**src/rtl/fwd_hazard_unit_pkg.sv**
```systemverilog
// rtl/fwd_hazard_unit_pkg.sv - shared constants for the forwarding/hazard unit
package fwd_hazard_unit_pkg;

  // Select encodings: 0 means "use the ID/EX register value" (operands)
  // or "no forward" (store data); k means result of entry k-1.
  localparam int FWD_SEL_REG  = 0;
  localparam int FWD_SEL_NONE = 0;

  // Register x0 is hardwired zero and never participates in forwarding.
  localparam int REG_X0 = 0;

  // Default geometry of the entry pipeline and its fields.
  localparam int DEF_NUM_FWD_STAGES = 3;
  localparam int DEF_REG_AW         = 5;
  localparam int DEF_LAT_W          = 2;
  localparam int DEF_CNT_W          = 32;

  // First entry index eligible as a store-data source (entry 0 is the store itself).
  localparam int STORE_SRC_MIN = 1;

endpackage

```
**src/rtl/fwd_hazard_unit_if.sv**
```systemverilog
// rtl/fwd_hazard_unit_if.sv - pipeline-side bundle of the forwarding/hazard unit
interface fwd_hazard_unit_if
  import fwd_hazard_unit_pkg::*;
#(
  parameter int REG_AW = DEF_REG_AW,
  parameter int LAT_W  = DEF_LAT_W,
  parameter int SEL_W  = $clog2(DEF_NUM_FWD_STAGES + 1),
  parameter int CNT_W  = DEF_CNT_W
);

  logic              pipe_hold;
  logic              ex_valid;
  logic              ex_regs_write;
  logic [REG_AW-1:0] ex_rd;
  logic [LAT_W-1:0]  ex_lat;
  logic [REG_AW-1:0] ex_rs1;
  logic [REG_AW-1:0] ex_rs2;
  logic              me_mem_write;
  logic [REG_AW-1:0] me_rs2;
  logic [SEL_W-1:0]  fwd_sel_a;
  logic [SEL_W-1:0]  fwd_sel_b;
  logic [SEL_W-1:0]  fwd_sel_store;
  logic              hazard_stall;
  logic [CNT_W-1:0]  stall_cycles;

  // Pipeline control side: describes the EX/MEM instructions, consumes selects.
  modport master (
    output pipe_hold, ex_valid, ex_regs_write, ex_rd, ex_lat, ex_rs1, ex_rs2,
           me_mem_write, me_rs2,
    input  fwd_sel_a, fwd_sel_b, fwd_sel_store, hazard_stall, stall_cycles
  );

  // Hazard unit side.
  modport slave (
    input  pipe_hold, ex_valid, ex_regs_write, ex_rd, ex_lat, ex_rs1, ex_rs2,
           me_mem_write, me_rs2,
    output fwd_sel_a, fwd_sel_b, fwd_sel_store, hazard_stall, stall_cycles
  );

endinterface

```
**src/rtl/fwd_hazard_unit_entry_pipe.sv**
```systemverilog
// rtl/fwd_hazard_unit_entry_pipe.sv - in-flight writer tracking shift pipeline
module fwd_entry_pipe
  import fwd_hazard_unit_pkg::*;
#(
  parameter int NUM_FWD_STAGES = DEF_NUM_FWD_STAGES,
  parameter int REG_AW         = DEF_REG_AW,
  parameter int LAT_W          = DEF_LAT_W
) (
  input  logic                             clk,
  input  logic                             rst,
  input  logic                             hold,
  input  logic                             bubble,
  input  logic                             in_vld,
  input  logic                             in_wr,
  input  logic [REG_AW-1:0]                in_rd,
  input  logic [LAT_W-1:0]                 in_lat,
  output logic [NUM_FWD_STAGES-1:0]        ent_vld,
  output logic [NUM_FWD_STAGES-1:0]        ent_wr,
  output logic [NUM_FWD_STAGES*REG_AW-1:0] ent_rd,
  output logic [NUM_FWD_STAGES*LAT_W-1:0]  ent_cnt
);

  localparam int N = NUM_FWD_STAGES;

  logic [N-1:0]             vld_q;
  logic [N-1:0]             wr_q;
  logic [N-1:0][REG_AW-1:0] rd_q;
  logic [N-1:0][LAT_W-1:0]  cnt_q;

  function automatic logic [LAT_W-1:0] sat_dec(input logic [LAT_W-1:0] c);
    return (c == '0) ? '0 : c - LAT_W'(1);
  endfunction

  // Shift entries down when the pipe moves; latency counters run every cycle.
  always_ff @(posedge clk or posedge rst) begin
    if (rst) begin
      vld_q <= '0;
      wr_q  <= '0;
      rd_q  <= '0;
      cnt_q <= '0;
    end else if (!hold) begin
      vld_q[0] <= in_vld && !bubble;
      wr_q[0]  <= in_wr && !bubble;
      rd_q[0]  <= bubble ? '0 : in_rd;
      cnt_q[0] <= bubble ? '0 : in_lat;
      for (int k = 1; k < N; k++) begin
        vld_q[k] <= vld_q[k-1];
        wr_q[k]  <= wr_q[k-1];
        rd_q[k]  <= rd_q[k-1];
        cnt_q[k] <= sat_dec(cnt_q[k-1]);
      end
    end else begin
      for (int k = 0; k < N; k++) begin
        cnt_q[k] <= sat_dec(cnt_q[k]);
      end
    end
  end

  assign ent_vld = vld_q;
  assign ent_wr  = wr_q;
  assign ent_rd  = rd_q;
  assign ent_cnt = cnt_q;

  // A writer must have its result ready before it drops off the end.
  a_no_pending_drop: assert property (@(posedge clk) disable iff (rst)
    !(!hold && vld_q[N-1] && (cnt_q[N-1] != '0)));

endmodule

```
**src/rtl/fwd_hazard_unit.sv**
```systemverilog
// rtl/fwd_hazard_unit.sv - operand/store forwarding selects and hazard stall
module fwd_hazard_unit
  import fwd_hazard_unit_pkg::*;
#(
  parameter int NUM_FWD_STAGES = DEF_NUM_FWD_STAGES,
  parameter int REG_AW         = DEF_REG_AW,
  parameter int LAT_W          = DEF_LAT_W,
  parameter int SEL_W          = $clog2(NUM_FWD_STAGES + 1),
  parameter int CNT_W          = DEF_CNT_W
) (
  input logic              clk,
  input logic              rst,
  fwd_hazard_unit_if.slave bus
);

  localparam int N = NUM_FWD_STAGES;

  logic [N-1:0]             ent_vld;
  logic [N-1:0]             ent_wr;
  logic [N*REG_AW-1:0]      ent_rd_flat;
  logic [N*LAT_W-1:0]       ent_cnt_flat;
  logic [N-1:0][REG_AW-1:0] ent_rd;
  logic [N-1:0][LAT_W-1:0]  ent_cnt;
  logic [N-1:0]             ent_ready;
  logic [N-1:0]             match_a;
  logic [N-1:0]             match_b;
  logic [N-1:0]             match_st;

  logic [SEL_W-1:0] sel_a;
  logic [SEL_W-1:0] sel_b;
  logic [SEL_W-1:0] sel_st;
  logic             stall_a;
  logic             stall_b;
  logic             hazard_stall;
  logic [CNT_W-1:0] stall_cnt_q;

  fwd_entry_pipe #(
    .NUM_FWD_STAGES (N),
    .REG_AW         (REG_AW),
    .LAT_W          (LAT_W)
  ) u_pipe (
    .clk     (clk),
    .rst     (rst),
    .hold    (bus.pipe_hold),
    .bubble  (hazard_stall),
    .in_vld  (bus.ex_valid),
    .in_wr   (bus.ex_regs_write),
    .in_rd   (bus.ex_rd),
    .in_lat  (bus.ex_lat),
    .ent_vld (ent_vld),
    .ent_wr  (ent_wr),
    .ent_rd  (ent_rd_flat),
    .ent_cnt (ent_cnt_flat)
  );

  assign ent_rd  = ent_rd_flat;
  assign ent_cnt = ent_cnt_flat;

  // Per-entry match terms; rd != x0 also excludes a zero source register.
  for (genvar k = 0; k < N; k++) begin : g_match
    logic writes_reg;
    assign writes_reg   = ent_vld[k] && ent_wr[k] && (ent_rd[k] != REG_AW'(REG_X0));
    assign ent_ready[k] = (ent_cnt[k] == '0);
    assign match_a[k]   = writes_reg && (ent_rd[k] == bus.ex_rs1);
    assign match_b[k]   = writes_reg && (ent_rd[k] == bus.ex_rs2);
    if (k < STORE_SRC_MIN) begin : g_no_st
      assign match_st[k] = 1'b0;
    end else begin : g_st
      assign match_st[k] = writes_reg && ent_ready[k] && (ent_rd[k] == bus.me_rs2);
    end
  end

  // Priority encode: scan oldest to youngest so the youngest match wins.
  always_comb begin
    sel_a   = SEL_W'(FWD_SEL_REG);
    sel_b   = SEL_W'(FWD_SEL_REG);
    sel_st  = SEL_W'(FWD_SEL_NONE);
    stall_a = 1'b0;
    stall_b = 1'b0;
    for (int k = N - 1; k >= 0; k--) begin
      if (match_a[k]) begin
        sel_a   = SEL_W'(k + 1);
        stall_a = !ent_ready[k];
      end
      if (match_b[k]) begin
        sel_b   = SEL_W'(k + 1);
        stall_b = !ent_ready[k];
      end
      if (ent_vld[0] && bus.me_mem_write && match_st[k]) begin
        sel_st = SEL_W'(k + 1);
      end
    end
  end

  assign hazard_stall = stall_a || stall_b;

  // Count cycles lost to hazards only; memory-wait freezes are not ours.
  always_ff @(posedge clk or posedge rst) begin
    if (rst) begin
      stall_cnt_q <= '0;
    end else if (hazard_stall && !bus.pipe_hold && (stall_cnt_q != '1)) begin
      stall_cnt_q <= stall_cnt_q + CNT_W'(1);
    end
  end

  assign bus.fwd_sel_a     = sel_a;
  assign bus.fwd_sel_b     = sel_b;
  assign bus.fwd_sel_store = sel_st;
  assign bus.hazard_stall  = hazard_stall;
  assign bus.stall_cycles  = stall_cnt_q;

endmodule

```
**src/flat_wrapper.sv**
```systemverilog
// flat-port wrapper written by rule: the top's interface ports become plain ports
module fwd_hazard_unit_flat import fwd_hazard_unit_pkg::*;
#(
  parameter int NUM_FWD_STAGES = DEF_NUM_FWD_STAGES,
  parameter int REG_AW         = DEF_REG_AW,
  parameter int LAT_W          = DEF_LAT_W,
  parameter int SEL_W          = $clog2(NUM_FWD_STAGES + 1),
  parameter int CNT_W          = DEF_CNT_W
)
  (clk, rst, bus_pipe_hold, bus_ex_valid, bus_ex_regs_write, bus_ex_rd, bus_ex_lat, bus_ex_rs1, bus_ex_rs2, bus_me_mem_write, bus_me_rs2, bus_fwd_sel_a, bus_fwd_sel_b, bus_fwd_sel_store, bus_hazard_stall, bus_stall_cycles);
  fwd_hazard_unit_if #(.REG_AW(REG_AW), .LAT_W(LAT_W), .SEL_W(SEL_W), .CNT_W(CNT_W)) bus_i ();
  input logic clk;
  input logic rst;
  input wire logic [$bits(bus_i.pipe_hold)-1:0] bus_pipe_hold;
  input wire logic [$bits(bus_i.ex_valid)-1:0] bus_ex_valid;
  input wire logic [$bits(bus_i.ex_regs_write)-1:0] bus_ex_regs_write;
  input wire logic [$bits(bus_i.ex_rd)-1:0] bus_ex_rd;
  input wire logic [$bits(bus_i.ex_lat)-1:0] bus_ex_lat;
  input wire logic [$bits(bus_i.ex_rs1)-1:0] bus_ex_rs1;
  input wire logic [$bits(bus_i.ex_rs2)-1:0] bus_ex_rs2;
  input wire logic [$bits(bus_i.me_mem_write)-1:0] bus_me_mem_write;
  input wire logic [$bits(bus_i.me_rs2)-1:0] bus_me_rs2;
  output wire logic [$bits(bus_i.fwd_sel_a)-1:0] bus_fwd_sel_a;
  output wire logic [$bits(bus_i.fwd_sel_b)-1:0] bus_fwd_sel_b;
  output wire logic [$bits(bus_i.fwd_sel_store)-1:0] bus_fwd_sel_store;
  output wire logic [$bits(bus_i.hazard_stall)-1:0] bus_hazard_stall;
  output wire logic [$bits(bus_i.stall_cycles)-1:0] bus_stall_cycles;
  assign bus_i.pipe_hold = bus_pipe_hold;
  assign bus_i.ex_valid = bus_ex_valid;
  assign bus_i.ex_regs_write = bus_ex_regs_write;
  assign bus_i.ex_rd = bus_ex_rd;
  assign bus_i.ex_lat = bus_ex_lat;
  assign bus_i.ex_rs1 = bus_ex_rs1;
  assign bus_i.ex_rs2 = bus_ex_rs2;
  assign bus_i.me_mem_write = bus_me_mem_write;
  assign bus_i.me_rs2 = bus_me_rs2;
  assign bus_fwd_sel_a = bus_i.fwd_sel_a;
  assign bus_fwd_sel_b = bus_i.fwd_sel_b;
  assign bus_fwd_sel_store = bus_i.fwd_sel_store;
  assign bus_hazard_stall = bus_i.hazard_stall;
  assign bus_stall_cycles = bus_i.stall_cycles;
  fwd_hazard_unit #(.NUM_FWD_STAGES(NUM_FWD_STAGES), .REG_AW(REG_AW), .LAT_W(LAT_W), .SEL_W(SEL_W), .CNT_W(CNT_W)) u_core (.clk(clk), .rst(rst), .bus(bus_i));
endmodule
```
**config.mk**
```make
export PLATFORM = sky130hd
export DESIGN_NAME = fwd_hazard_unit_flat
export DESIGN_NICKNAME = d
export VERILOG_FILES = /design/src/rtl/fwd_hazard_unit_pkg.sv /design/src/rtl/fwd_hazard_unit_if.sv /design/src/rtl/fwd_hazard_unit_entry_pipe.sv /design/src/rtl/fwd_hazard_unit.sv /design/src/flat_wrapper.sv
export SDC_FILE = /design/constraint.sdc
export NUM_CORES = 1
export LEC_CHECK = 0
export CAP_MARGIN = 20
export CORE_MARGIN = 10
export CORE_UTILIZATION = 40
export DETAILED_ROUTE_END_ITERATION = 6
export MAX_ROUTING_LAYER = met4
export RECOVER_POWER = 100
export SYNTH_ARGS = -nofsm -noshare
export SYNTH_HDL_FRONTEND = slang
export SYNTH_SLANG_ARGS = --single-unit
```
**constraint.sdc**
```tcl
create_clock -name clk -period 3.3 [get_ports clk]
set_input_delay 0.66 -clock clk [delete_from_list [all_inputs] [get_ports clk]]
set_output_delay 0.66 -clock clk [all_outputs]
set_load 0.03 [all_outputs]
```
==> reports/summary.txt, run 1 <==
Switching part of the total power = 26.6%
Depth of the CTS H-tree = 3
Max Clock Skew = 8.33 ps
TritonCTS sink count = 59
Detailed placer's ending HPWL = 6040 µm
Global placement routability congestion = 1.01
Global-route wire length before repair = 13500 µm
Upper clock frequency limit = 0.312 GHz
Number of enable-type register cells in the synthesized netlist = 0
Number of cells produced by synthesis = 304
Worst-case clock buffer depth = 2
Setup TNS = 0 ps
Number of antenna violations at the first check in global routing = 0
Overall routed net length = 8220 µm
Share of final-layout standard cells stronger than drive strength 1 = 15.4%
Critical path's slowest cell = or4_4
Primary flip-flop cell chosen by synthesis mapping = dfrtp_1
Count of yosys warnings during synthesis = 0
Power density over the cells = 419 mW/mm²
Number of buffer and inverter instances along the worst setup path = 3
Worst hold path startpoint = u_core.bus.stall_cycles[30]
Share of power burned in combinational logic = 15.2%
Maximum Capacitance Violations = 1
Flop pwr share = 47.9%
Row Count = 32
Clock insertion delay at the later pin of the skew report = 330 ps
Routed via count = 2546
Clk pwr share = 36.9%
Critical path endpoint category = output pin
Data arrival time of the worst path = 2540 ps
Vias/cell = 5.25
Violated checks = max-capacitance violations, max-slew violations
Vias in the first global route = 2581
Average wire per cell in the routed design = 16.9 µm
R2r startpoint = u_core.bus.stall_cycles[6]
Static power due to leakage = 2.01 nW
Run status = complete, but fails checks
DRC viols = 0
Worst setup slack after layout = 98.1 ps
Cell mode on critical path = buf_4
Count of cell types in the netlist = 42
Maximum fanout along the worst path = 5
Final Critical Period = 3200 ps
First-pass iteration count of the detailed router = 4
Worst hold slack = 483 ps
Area Overhead vs Synth = 30.2%
Hold Buf Count CTS = 0
Unrepaired setup endpoints after global routing = false
Sequential area share after synthesis = 45.6%
Total Routing Usage GR = 14.5%
Hold WC Path Type = reg2reg
Maximum VDD drop = 0.000237 V
Transition time at the pin with the least slew margin = 1580 ps
CTS tree = built
Largest stage delay on the critical path = 530 ps
Die span in x = 110 µm
Post-synth ARST share = 100%
Ports placed on the boundary = 67
Launching element type of the critical path = flop
Post-CTS clock slew at the launch and capture registers of the worst setup and hold paths = 70 ps
Pin count of the biggest net entering global routing = 39
Diodes inserted = 0
Register-to-register path setup slack = 340 ps
Die area = 0.0121 mm²
Initial Utilization = 41.5%
Number of nets with antenna violations after detailed routing = 0
Fillcell total = 756
Worst Hold End = u_core.bus.stall_cycles[30]
Net Switching = 0.471 mW
Summed instance area of the synthesized netlist = 0.00324 mm²
Hold Vio Cnt, Final = 0
Max Slew Vio Count = 39
Post-place setup slack = 42.7 ps
Count of final setup violators = 0
Number of violations reported at the end of detailed-routing iteration 0 = 78
Delay-heaviest family, CP = simple AND/OR/NAND/NOR gates
Port Buffers = 66
Syn_nets = 333
Relative slew slack = -5.31%
Worst Path Required = 2640 ps
Core box area = 0.00781 mm²
Clock buffers created by TritonCTS = 9
Seq cells post-synth = 59
Cell-internal power = 1.30 mW
Nets = 408
Hold Crit Depth = 1
Critical path type = reg2out
Logic depth of the worst register-to-register path = 9
Synthesized area per cell = 10.7 µm²
Critical Path, Cell by Cell = or4_4 -> o211ai_2 -> nor4_2 -> buf_4 -> o22a_1 -> a211oi_2 -> and2_1 -> inv_1 -> buf_4
Critical register-to-register path endpoint = u_core.bus.stall_cycles[3]
Total overflow reported by the global router = 0
Die height = 110 µm
Root cell of the clock tree = clkbuf_8
Period Utilization, post-route = 97.0%
## metal layers
layer | up-vias | part of all wire (%) | global-route usage (%) | routed length [µm]
met5 | - | 0 | - | 0
met4 | 0 | 0.80 | 4.18 | 66
met3 | 6 | 4.5 | 3.89 | 371
met2 | 73 | 44 | 20.6 | 3630
met1 | 1257 | 51 | 19.8 | 4150
li1 | 1210 | - | - | -
## per-stage QoR
step,cells,power (mW),cell area (µm²),utilization (%)
detailed placement,467,1.13,4010,51.4
global placement,467,1.13,4010,51.4
floorplan,304,1.02,3240,-
global route,485,1.85,4220,54.0
finish,485,1.77,4220,54.0
CTS,482,1.79,4210,53.9
## cells by family after synthesis
kind of cell / count (synthesis) / share of synthesized area (%)
multiplexers: 17 / 5.95
XOR/XNOR: 71 / 19.2
AO/OA/AOI/OAI: 24 / 5.48
AND/OR/NAND/NOR: 110 / 19.5
flip-flops: 59 / 45.6
buffers and inverters: 22 / 3.98
adder cells (fa/ha/maj): 1 / 0.386
## synth_stat cells (5+ instances only)
master    number  area, µm²
nand2_1       26       97.6
nor4_1         5       31.3
o21ai_1        9       45.0
xnor2_1       46        403
clkbuf_1       7       26.3
nand3_1       17       85.1
nand4_1       19        119
and2_1         7       43.8
xor2_1        25        219
and3_1        14       87.6
mux2_2        14        158
buf_6          5       56.3
dfrtp_1       59       1480
## cell usage in the layout, fill, tap and decap left out, types with 3 or more instances in the layout
cell type        Yosys  layout
dfrtp_1             59      57
nor4_1               5       4
clkbuf_8             0      11
nand2_1             26      26
dlygate4sd3_1        0      35
inv_1                3       3
and4_1               4       4
nand3_1             17      17
clkdlybuf4s50_1      0      17
nor4_2               2       3
dlymetal6s2s_1       0       7
a21oi_1              2       3
nor2_1               3       3
clkbuf_1             7       6
xnor2_1             46      46
buf_4                1      17
mux2_2              14      14
and3_1              14      15
and2_1               7       6
o21ai_0              2      10
nand4_1             19      19
xor2_1              25      25
## final cells by class
class                      count  area, µm²  area share [%]
multi-input combinational    223       1630            38.5
sequential                    59       1480            35.1
timing repair buffer          83        781            18.5
clock buffer                  13        159            3.77
tap                          102        128            3.03
clock inverter                 2       35.0           0.831
inverter                       3       11.3           0.267
## registers in the layout, indices dropped and copies added (netlist names)
register and flops:
u_core.u_pipe.ent_cnt 6, u_core.bus.stall_cycles 32, u_core.u_pipe.ent_wr 3, u_core.u_pipe.ent_vld 3
u_core.u_pipe.ent_rd 15
## repair_timing
action | in CTS | in global routing
cloned | 0 | 0
gates resized for setup | 1 | 10
pin swaps | 0 | 5
setup buffers | 0 | 3
setup endpoints to repair | 1 | 1
## power groups by stage
stage | Combinational [mW] | Clock (mW) | Sequential [mW]
floorplan | 0.189 | 0 | 0.832
global placement | 0.269 | 0 | 0.862
detailed placement | 0.272 | 0 | 0.861
CTS | 0.273 | 0.666 | 0.849
global route | 0.298 | 0.696 | 0.857
finish | 0.268 | 0.651 | 0.847
## worst reg2reg max path, stage by stage, from the launching register on
cell,delay (ps)
dfrtp_1,450
and3_1,270
nor2b_1,470
and3_1,420
and2_0,430
a31o_1,210
a21oi_1,60
buf_12,170
and4_1,240
xor2_1,130
## worst max path at each step
| stage | startpoint | end | slack, ps | cells after the start |
|---|---|---|---|---|
| 4_1_cts | bus_ex_rs1[1] | bus_hazard_stall | 20 | 10 |
| 3_5_place_dp | bus_ex_rs1[1] | bus_hazard_stall | 40 | 10 |
| 5_1_grt | u_core.u_pipe.ent_rd[10] | bus_hazard_stall | 5 | 8 |
| 2_1_floorplan | u_core.u_pipe.ent_rd[0] | bus_hazard_stall | 510 | 8 |
| 3_3_place_gp | bus_ex_rs1[1] | bus_hazard_stall | 70 | 10 |
| 6_report | u_core.u_pipe.ent_rd[0] | bus_hazard_stall | 100 | 9 |
Power figures use the tool's default switching activity.
==> run 2: changes to the inputs <==
--- a/config.mk
+++ b/config.mk
@@ -6,7 +6,7 @@
 export NUM_CORES = 1
 export LEC_CHECK = 0
 export CAP_MARGIN = 20
-export CORE_MARGIN = 10
+export CORE_MARGIN = 2
 export CORE_UTILIZATION = 40
 export DETAILED_ROUTE_END_ITERATION = 6
 export MAX_ROUTING_LAYER = met4
==> reports/summary.txt, run 2 (same netlist as run 1, synthesis figures left out) <==
Nets = 413
Worst hold path startpoint = u_core.bus.stall_cycles[19]
Clk pwr share = 36.9%
Max Clock Skew = 6.67 ps
Global-route wire length before repair = 13000 µm
Setup TNS = 0 ps
Flop pwr share = 47.2%
Maximum Capacitance Violations = 1
Vias in the first global route = 2532
Cell-internal power = 1.32 mW
Diodes inserted = 0
Share of power burned in combinational logic = 15.9%
Initial Utilization = 41.5%
Final Critical Period = 3220 ps
Logic depth of the worst register-to-register path = 12
Commonest cells after routing, fill and taps aside = dfrtp_1 (58), xnor2_1 (46), dlygate4sd3_1 (34)
Number of nets with antenna violations after detailed routing = 0
Violated checks = max-capacitance violations, max-slew violations
R2r startpoint = u_core.u_pipe.ent_rd[0]
Maximum VDD drop = 0.000257 V
Clock insertion delay at the later pin of the skew report = 330 ps
Period Utilization, post-route = 97.5%
Number of antenna violations at the first check in global routing = 0
Die area = 0.00884 mm²
Worst Hold End = u_core.bus.stall_cycles[19]
Net Switching = 0.471 mW
Leading cell type in the layout, fill and taps excluded = dfrtp_1
Detailed placer's ending HPWL = 5540 µm
Die span in x = 94.0 µm
Footprint of the multi-input gates = 0.00169 mm²
Core box area = 0.00781 mm²
Port Buffers = 66
Average wire per cell in the routed design = 16.0 µm
Max Slew Vio Count = 39
Area of all sequential standard cells = 0.00148 mm²
Total overflow reported by the global router = 0
Global placement routability congestion = 0.964
Area Overhead vs Synth = 33.6%
Depth of the CTS H-tree = 3
Register-to-register path setup slack = 470 ps
Fillcell total = 706
Run status = complete, but fails checks
Ports placed on the boundary = 67
Power density over the cells = 414 mW/mm²
Post-CTS clock slew at the launch and capture registers of the worst setup and hold paths = 60 ps
Pin count of the biggest net entering global routing = 39
Hold Vio Cnt, Final = 0
Critical register-to-register path endpoint = u_core.bus.stall_cycles[30]
Routed via count = 2512
Launching element type of the critical path = primary input
Root cell of the clock tree = clkbuf_8
Upper clock frequency limit = 0.311 GHz
Row Count = 32
Worst Path Required = 2640 ps
Maximum fanout along the worst path = 3
Relative slew slack = -8.55%
Switching part of the total power = 26.3%
Critical path type = in2out
Critical path endpoint category = output pin
Number of violations reported at the end of detailed-routing iteration 0 = 97
First-pass iteration count of the detailed router = 4
Data arrival time of the worst path = 2560 ps
DRC viols = 0
Clock buffers created by TritonCTS = 9
CTS tree = built
Static power due to leakage = 2.04 nW
Overall routed net length = 7830 µm
Count of final setup violators = 0
Die height = 94.0 µm
TritonCTS sink count = 59
Final total power = 1.79 mW
Share of final-layout standard cells stronger than drive strength 1 = 18.6%
Total Routing Usage GR = 19.6%
Hold WC Path Type = reg2reg
Transition time at the pin with the least slew margin = 1630 ps
Vias/cell = 5.14
Worst-case clock buffer depth = 2
Hold Crit Depth = 1
Flip-flop count of the largest register after layout = 32
==> run 2: cell types whose count changed in the layout (fill, tap and decap cells not counted), sizes merged <==
cell	delta
buf	+8
clkbuf	-5
clkdlybuf4s50	+5
dlymetal6s2s	-4
dlygate4sd2	+1
dlygate4sd3	-1
==> run 2: metal layers <==
metal	wire [µm]	part of all wire, %	GRT usage (%)	vias to the layer above
li1	-	-	-	1221
met1	3920	50	27.5	1218
met2	3450	44	28.2	62
met3	325	4.2	4.09	11
met4	129	1.6	7.00	0
met5	0	0	-	-
==> run 2: metrics by stage <==
step,worst slack (ps),utilization (%),hold slack [ps],instance area (µm²),std cells
floorplan,509,-,469,3240,304
global placement,8.40,52.0,477,4060,471
detailed placement,-7.38,52.0,479,4060,471
CTS,-2.53,54.7,495,4270,485
global route,-19.5,55.4,510,4330,489
finish,82.4,55.4,485,4330,489
==> run 2: critical path: stages <==
cell             delay (ps)
clkdlybuf4s50_1         550
xnor2_1                 140
nand3_1                 130
or3_4                   410
nor4b_4                 270
a211oi_4                 60
and2_4                  150
inv_1                    50
buf_4                   150
==> run 2: worst max-delay path by stage <==
stage                             from                   end  slack [ps]  depth (start not counted)
2_1_floorplan  u_core.u_pipe.ent_rd[0]      bus_hazard_stall         510                          8
3_3_place_gp             bus_me_rs2[0]  bus_fwd_sel_store[1]           8                          7
3_5_place_dp             bus_me_rs2[0]  bus_fwd_sel_store[1]          -7                          7
4_1_cts        u_core.u_pipe.ent_rd[2]      bus_hazard_stall          -3                          9
5_1_grt                  bus_ex_rs2[4]      bus_hazard_stall         -20                          9
6_report                 bus_ex_rs2[4]      bus_hazard_stall          80                          9
==> run 2: power by group through the flow <==
| stage | logic (mW) | clock network (mW) | registers (mW) |
|---|---|---|---|
| floorplan | 0.189 | 0 | 0.832 |
| global placement | 0.276 | 0 | 0.860 |
| detailed placement | 0.279 | 0 | 0.858 |
| CTS | 0.282 | 0.684 | 0.848 |
| global route | 0.312 | 0.723 | 0.853 |
| finish | 0.285 | 0.661 | 0.846 |
==> run 2: area by class of cell <==
class                      instances  area share, %
timing repair buffer              88           19.0
sequential                        59           34.1
tap                              102           2.95
inverter                           3          0.260
clock inverter                     2          0.809
multi-input combinational        223           39.0
clock buffer                      12           3.82
==> run 2: timing repair <==
action | 4_1_cts | 5_1_grt
gates resized for setup | 4 | 10
hold buffers | 0 | 0
buffers inserted | 0 | 4
hold endpoints to repair | 0 | 0
endpoints found under the setup margin | 2 | 1
pin swaps | 1 | 7
